### src/rtl/piso_shift.sv
// ---------------------------------------------------------------------------
// piso_shift -- parallel-in serial-out shifter with bit/frame/done markers.
//
// Takes a WIDTH-bit word over a valid/ready handshake and sends it one bit
// at a time on sdo. Each bit is held for CLKDIV clocks. bit_stb marks the
// first clock of every bit, frame marks the whole of bit 0, and done pulses
// once a word's last bit period has ended. Back-to-back words stream with no
// idle gap: the word is reloaded on the last clock of the last bit.
//
// Parameters:
//   WIDTH     word length in bits (>= 2)
//   CLKDIV    clocks per serial bit (>= 1)
//   MSB_FIRST 1: bit WIDTH-1 goes first, 0: bit 0 goes first
//   IDLE      level on sdo while no word is being shifted
//
// Ports:
//   ck        system clock, rising edge
//   rst       asynchronous active-high reset
//   in_data   word to serialise, sampled on accept
//   in_valid  in_data is valid
//   in_ready  block can accept a word this cycle (combinational from state)
//   sdo       serial data out (registered)
//   bit_stb   first clock of every bit period (registered)
//   frame     whole first bit period of each word (registered)
//   busy      a word is being shifted (registered)
//   done      one-clock pulse after a word's last bit period (registered)
// ---------------------------------------------------------------------------
module piso_shift #(
  parameter int   WIDTH     = 16,
  parameter int   CLKDIV    = 1,
  parameter bit   MSB_FIRST = 1'b1,
  parameter logic IDLE      = 1'b0
) (
  input  logic             ck,
  input  logic             rst,
  input  logic [WIDTH-1:0] in_data,
  input  logic             in_valid,
  output logic             in_ready,
  output logic             sdo,
  output logic             bit_stb,
  output logic             frame,
  output logic             busy,
  output logic             done
);

  localparam int BCW = (WIDTH  > 1) ? $clog2(WIDTH)  : 1;
  localparam int DCW = (CLKDIV > 1) ? $clog2(CLKDIV) : 1;

  localparam logic [BCW-1:0] BIT_LAST = BCW'(WIDTH - 1);
  localparam logic [DCW-1:0] DIV_LAST = DCW'(CLKDIV - 1);

  localparam logic [0:0] ST_IDLE  = 1'b0;
  localparam logic [0:0] ST_SHIFT = 1'b1;

  logic [0:0]       state;
  logic [WIDTH-1:0] shreg;
  logic [BCW-1:0]   bit_cnt;
  logic [DCW-1:0]   div_cnt;

  logic             bit_end;
  logic             last_clk;
  logic             accept;
  logic             first_bit;
  logic             next_bit;
  logic [WIDTH-1:0] shreg_adv;

  // NOTE: continuous assigns for all combinational terms -- every signal has
  // exactly one unconditional driver, so no latch can be inferred.
  assign bit_end  = (div_cnt == DIV_LAST);
  assign last_clk = (state == ST_SHIFT) && bit_end && (bit_cnt == BIT_LAST);

  // Ready only depends on state and counters, never on in_valid.
  assign in_ready = (state == ST_IDLE) || last_clk;
  assign accept   = in_ready && in_valid;

  // sdo always shows the bit at the "front" of shreg; the register is shifted
  // towards the front on every bit boundary, so the next bit sits one place in.
  assign first_bit = MSB_FIRST ? in_data[WIDTH-1] : in_data[0];
  assign next_bit  = MSB_FIRST ? shreg[WIDTH-2]   : shreg[1];
  assign shreg_adv = MSB_FIRST ? (shreg << 1)     : (shreg >> 1);

  // NOTE: non-blocking assignments only in the clocked block, so every
  // register samples the pre-edge value of every other register.
  always_ff @(posedge ck or posedge rst) begin
    if (rst) begin
      // NOTE: the shift register is reset along with the control state; it is
      // a handful of flops, not a memory array, so the reset costs nothing.
      state   <= ST_IDLE;
      shreg   <= '0;
      bit_cnt <= '0;
      div_cnt <= '0;
      sdo     <= IDLE;
      bit_stb <= 1'b0;
      frame   <= 1'b0;
      busy    <= 1'b0;
      done    <= 1'b0;
    end else begin
      bit_stb <= 1'b0;
      done    <= 1'b0;
      if (accept) begin
        // Fresh load from idle, or seamless reload on the last clock of a word;
        // in the reload case the finishing word's done lands on this same edge.
        state   <= ST_SHIFT;
        shreg   <= in_data;
        bit_cnt <= '0;
        div_cnt <= '0;
        sdo     <= first_bit;
        bit_stb <= 1'b1;
        frame   <= 1'b1;
        busy    <= 1'b1;
        done    <= (state == ST_SHIFT);
      end else if (state == ST_SHIFT) begin
        if (bit_end) begin
          div_cnt <= '0;
          if (bit_cnt == BIT_LAST) begin
            state <= ST_IDLE;
            sdo   <= IDLE;
            frame <= 1'b0;
            busy  <= 1'b0;
            done  <= 1'b1;
          end else begin
            bit_cnt <= bit_cnt + 1'b1;
            shreg   <= shreg_adv;
            sdo     <= next_bit;
            bit_stb <= 1'b1;
            frame   <= 1'b0;
          end
        end else begin
          div_cnt <= div_cnt + 1'b1;
        end
      end
    end
  end

endmodule

### config.mk
export PLATFORM = sky130hd
export DESIGN_NAME = piso_shift
export DESIGN_NICKNAME = d
export VERILOG_FILES = /design/src/rtl/piso_shift.sv
export SDC_FILE = /design/constraint.sdc
export NUM_CORES = 1
export LEC_CHECK = 0
export BUFFER_PORTS_ARGS = -buffer_cell sky130_fd_sc_hd__buf_4
export CORE_MARGIN = 2
export CORE_UTILIZATION = 40
export CTS_CLUSTER_DIAMETER = 50
export DETAILED_ROUTE_END_ITERATION = 8
export SLEW_MARGIN = 20
export SYNTH_ARGS = -nofsm -noshare
export SYNTH_HDL_FRONTEND = slang
export SYNTH_SLANG_ARGS = --single-unit
### constraint.sdc
create_clock -name ck -period 1.5 [get_ports ck]
set_clock_uncertainty 0.1 [all_clocks]
set_input_delay 0.3 -clock ck [delete_from_list [all_inputs] [get_ports ck]]
set_output_delay 0.3 -clock ck [all_outputs]
set_load 0.05 [all_outputs]
-- Yosys cells after proc, flatten, opt, wreduce, memory -nomap -nowiden
Cells that the tools add are included.
- output and inout port bits: 6
- register bits after elaboration: 26
- logic and storage cells: 58
- muxes and demuxes: 33
- reduce and logical (&&, ||, !) cells: 9
- add/sub/neg operators: 2
- equality and inequality tests: 3
- bitwise operators: 2
- operators by type and width (kind ; number):
    15-bit 2-to-1 mux ; 4
    1-bit 2-to-1 mux ; 25
    4-bit 2-to-1 mux ; 4
    3-bit AND reduction ; 2
    4-bit by 1-bit adder with 4-bit output, second input constant ; 1
    4-bit equality test, second input constant ; 1
    2-bit nonzero test ; 2
    1-bit logical AND ; 3
    2-bit by 1-bit inequality test with 1-bit output, second input constant ; 1
    2-bit inequality test, second input constant ; 1
    1-bit inverter ; 2
    2-bit AND reduction ; 1
    1-bit adder, second input constant ; 1
    1-bit logical OR ; 1

-- Depth between registers and ports, before layout
- depth after elaboration: 7
- gate-level depth with buffers: 6
- depth with buffers taken out: 4

-- Least setup slack after synthesis
OpenSTA, ideal clock, no wires.
- kind: reg2out
- start point: register, netlist name bit_stb
- end point: output in_ready
- setup slack: -386 ps
- stages on the path, launching flop included: 6
- arrival: 1486 ps
- required time: 1100 ps
- cells stage by stage: dfrtp_1 clkbuf_1 and2_1 buf_6 buf_6 inv_1
- RTL lines (what ; RTL line ; RTL):
    to (decl) ; 38 ; output logic in_ready,

-- Final worst setup path
- start point: register bit_cnt[0]
- end point: output in_ready
- word-level cells in the longest chain between the ends: 3
- RTL lines (what ; RTL line ; RTL):
    from (decl) ; 57 ; logic [BCW-1:0] bit_cnt;
    from (signal assigned) ; 122 ; bit_cnt <= bit_cnt + 1'b1;
    4-bit equality test ; 70 ; assign last_clk = (state == ST_SHIFT) && bit_end && (bit_cnt == BIT_LAST);
    1-bit logical AND ; 70 ;
    1-bit logical OR ; 73 ; assign in_ready = (state == ST_IDLE) || last_clk;
No other way between the ends.

==> metrics.md <==
| Metric | Value |
|---|---|
| Ports | `25` |
| Final Cycle Share | `119%` |
| Setup Crit Path Kind | `reg -> out` |
| Number of fill cells | `~240` |
| Mapped Area | `1180 µm²` |
| CTS tree | `yes` |
| Top routing layer in use | `met4` |
| Initial antenna violation count | `0` |
| CTS Root Cell | `clkbuf_4` |
| Largest net degree at the start of global routing | `25` |
| Final setup fails | `7` |
| Inserted Clock Buffers | `3` |
| Number of synthesized flops with an enable pin | `0` |
| Routed vias | `979` |
| Top post-synthesis cells by area | `dfrtp_1 (51%), mux2i_1 (14%), nand3_1 (7.2%), o21ai_2 (5.9%), o21ai_0 (3.4%)` |
| Ant diodes | `0` |
| Mapped Cells | `111` |
| Yosys reg bits | `24` |
| RSZ-0062 raised after global routing | `yes` |
| Pins Over Slew Limit | `0` |
| Post-synth cell types | `25` |
| Switching Fraction | `a little over a third` |
| Area delta synth->final | `40.7%` |
| Hpwl dp | `1750 µm` |
| Most frequent cells in the layout | `buf_4 (35), dfrtp_1 (23), mux2i_1 (16), nand3_1 (16), o21ai_2 (14)` |
| PwrDens | `around 1800 nW/µm²` |
| Combinational share of power | `49.0%` |
| Sequential element share of the synthesized area | `50.9%` |
| Final worst slack | `-0.285 ns` |
| Initial DRC count | `18` |
| M1 WL | `1130 µm` |
| Critical Path RT | `between 1 and 1.5 ns` |
| ANT nets after route | `0` |
| Die Y | `58.3 µm` |
| Mapped Avg Cell Area | `about 11 µm²` |
| Status | `complete, but fails checks` |
| Core area | `2780 µm²` |
| Hold_ws | `0.109 ns` |
| Detailed Route WL | `2610 µm` |
| Max Cap Viol | `0` |
| Most used DFF post-synth | `dfrtp_1` |
| Yosys top cell area share | `50.9%` |
| Tot Pwr | `2950 µW` |
| Critical Path Fanout Max | `2` |
| Die area | `around 3400 µm²` |
| Clk Latency, worst-skew pair | `0.33 ns` |
| Syn nets | `131` |
| Critical Path End Type | `output pin` |
| Crit start category | `register` |
| VDD IR max | `1.07 mV` |
| Routability cong. | `0.726` |
| Synth area leader | `dfrtp_1` |
| Final instance area | `1660 µm²` |
| Met2 wire len | `1330 µm` |
| Pre-antenna DRT Iters | `4` |
| Clock transition at path regs | `0.15 ns` |
| CP Launch Point | `bit_cnt[0]` |
| Critical R2R Launch | `bit_cnt[0]` |
| First-pass GRT wire length | `4370 µm` |
| Leak Pwr | `approximately 0.00083 µW` |
| Starting density of the core | `~42%` |
| Share of cells above drive strength 1 | `46.1%` |
| WL met3 | `91 µm` |
| Row count | `19` |
| Drc violations | `0` |
| Final Hold Fails | `0` |
| Seq pwr share | `34.7%` |
| Int Power | `1870 µW` |
| CTS Sinks | `24` |
| Slew headroom | `79.1%` |
| Most common cell after layout, fill and taps aside | `buf_4` |
| Placed Area | `about 1500 µm²` |
| Port Buffers | `24` |
| Failing checks | `setup timing` |
| Number of global-route vias before repair | `986` |
| Fmax | `0.560 GHz` |
| H-tree Lvls | `1` |
| Worst Tran Pin Value | `about 0.31 ns` |
| Die X | `58.3 µm` |
| Worst hold path class | `in -> reg` |
| Clock network fraction of total power | `16.3%` |
| Wirelength per Cell | `14.3 µm` |
| Global Route Usage Sum | `17.0%` |
| Minimum clock period | `about 1.8 ns` |
| Longest Clk Path Bufs | `2` |
| Switching pwr | `about 1100 µW` |
| Grt ovf | `0` |
| Vias/cell | `about 5.3` |
| Min-delay src | `in_data[0]` |
| Asr flop ratio synth | `100%` |
| YS warnings | `0` |
| # nets final | `between 150 and 200` |
| Worst path arrival time | `1.39 ns` |
## flip-flops by register name (all words and copies together) (netlist names)
register and cells:
bit_cnt 4, sdo 1, done 1, bit_stb 1, frame 1, busy 1
shreg 15
## what timing repair did
item | CTS | global route
resized for setup | 7 | 20
hold buffers | 1 | 0
setup endpoints to repair | 2 | 8
pin swaps | 1 | 12
setup buffers | 2 | 7
hold endpoints to repair | 24 | 0
## final cells by class
cell class	count	area [µm²]	share of cell area, %
timing repair buffer	46	409	24.6
clock inverter	1	30.0	1.81
clock buffer	3	22.5	1.36
sequential	24	602	36.2
multi-input combinational	71	528	31.8
tap	31	38.8	2.34
inverter	7	30.0	1.81
## Yosys cell counts, types with 2 or more instances
cell type and number:
nor2_1 4, nand2_1 3, o211ai_1 2, clkbuf_1 2, mux2i_1 16, nand3_1 17, a21oi_1 2, o21ai_2 8
inv_1 7, buf_6 2, o21ai_0 8, buf_2 4, dfrtp_1 24
## power groups by stage
stage	combinational (µW)	clock, µW	sequential (µW)
floorplan	708	0	1140
global placement	1120	0	1020
detailed placement	1150	0	1030
CTS	1230	495	1020
global route	1590	524	1050
finish	1440	481	1020
## logic make-up (layout without fill, tap and decap cells)
logic type | Yosys count | in the layout | share of synthesized area (%)
flip-flops | 24 | 24 | 50.9
buffers and inverters | 16 | 57 | 7.11
AO/OA/AOI/OAI | 24 | 24 | 14.1
adder cells (fa/ha/maj) | 1 | 1 | 1.06
XOR/XNOR | 1 | 1 | 0.742
multiplexers | 17 | 17 | 14.5
AND/OR/NAND/NOR | 28 | 28 | 11.6
## layer usage
layer | global-route usage [%] | up-vias
li1 | - | 472
met3 | 2.64 | 5
met5 | 0 | -
met2 | 29.1 | 22
met1 | 21.1 | 480
met4 | 7.97 | 0
## critical path, stage by stage, from the launching register on
cell and delay [ns]:
dfrtp_1 0.41, ha_2 0.19, nand3_2 0.08, and2_4 0.16, clkinvlp_4 0.08, buf_8 0.15
## final timing paths
kind	slack [ns]	depth (start not counted)	endpoint
max in group asynchronous	0.60	4	done
setup / recovery	-0.29	5	in_ready
hold / removal	0.11	3	shreg[0]
setup reg to reg	-0.14	7	bit_cnt[0]
hold reg to reg	0.43	2	shreg[3]
min in group asynchronous	0.45	4	shreg[14]
## per-stage QoR
step	util, %	std cells	TNS (ns)	worst slack [ns]
after floorplan	-	111	-0.216	-0.216
after global placement	52.3	169	0	0.0410
after detailed placement	52.3	169	0	0.0192
after CTS	56.1	176	-0.327	-0.300
after global routing	59.7	183	-1.50	-0.364
final	59.7	183	-0.679	-0.285
No activity file was read; power rests on OpenSTA's default activity.
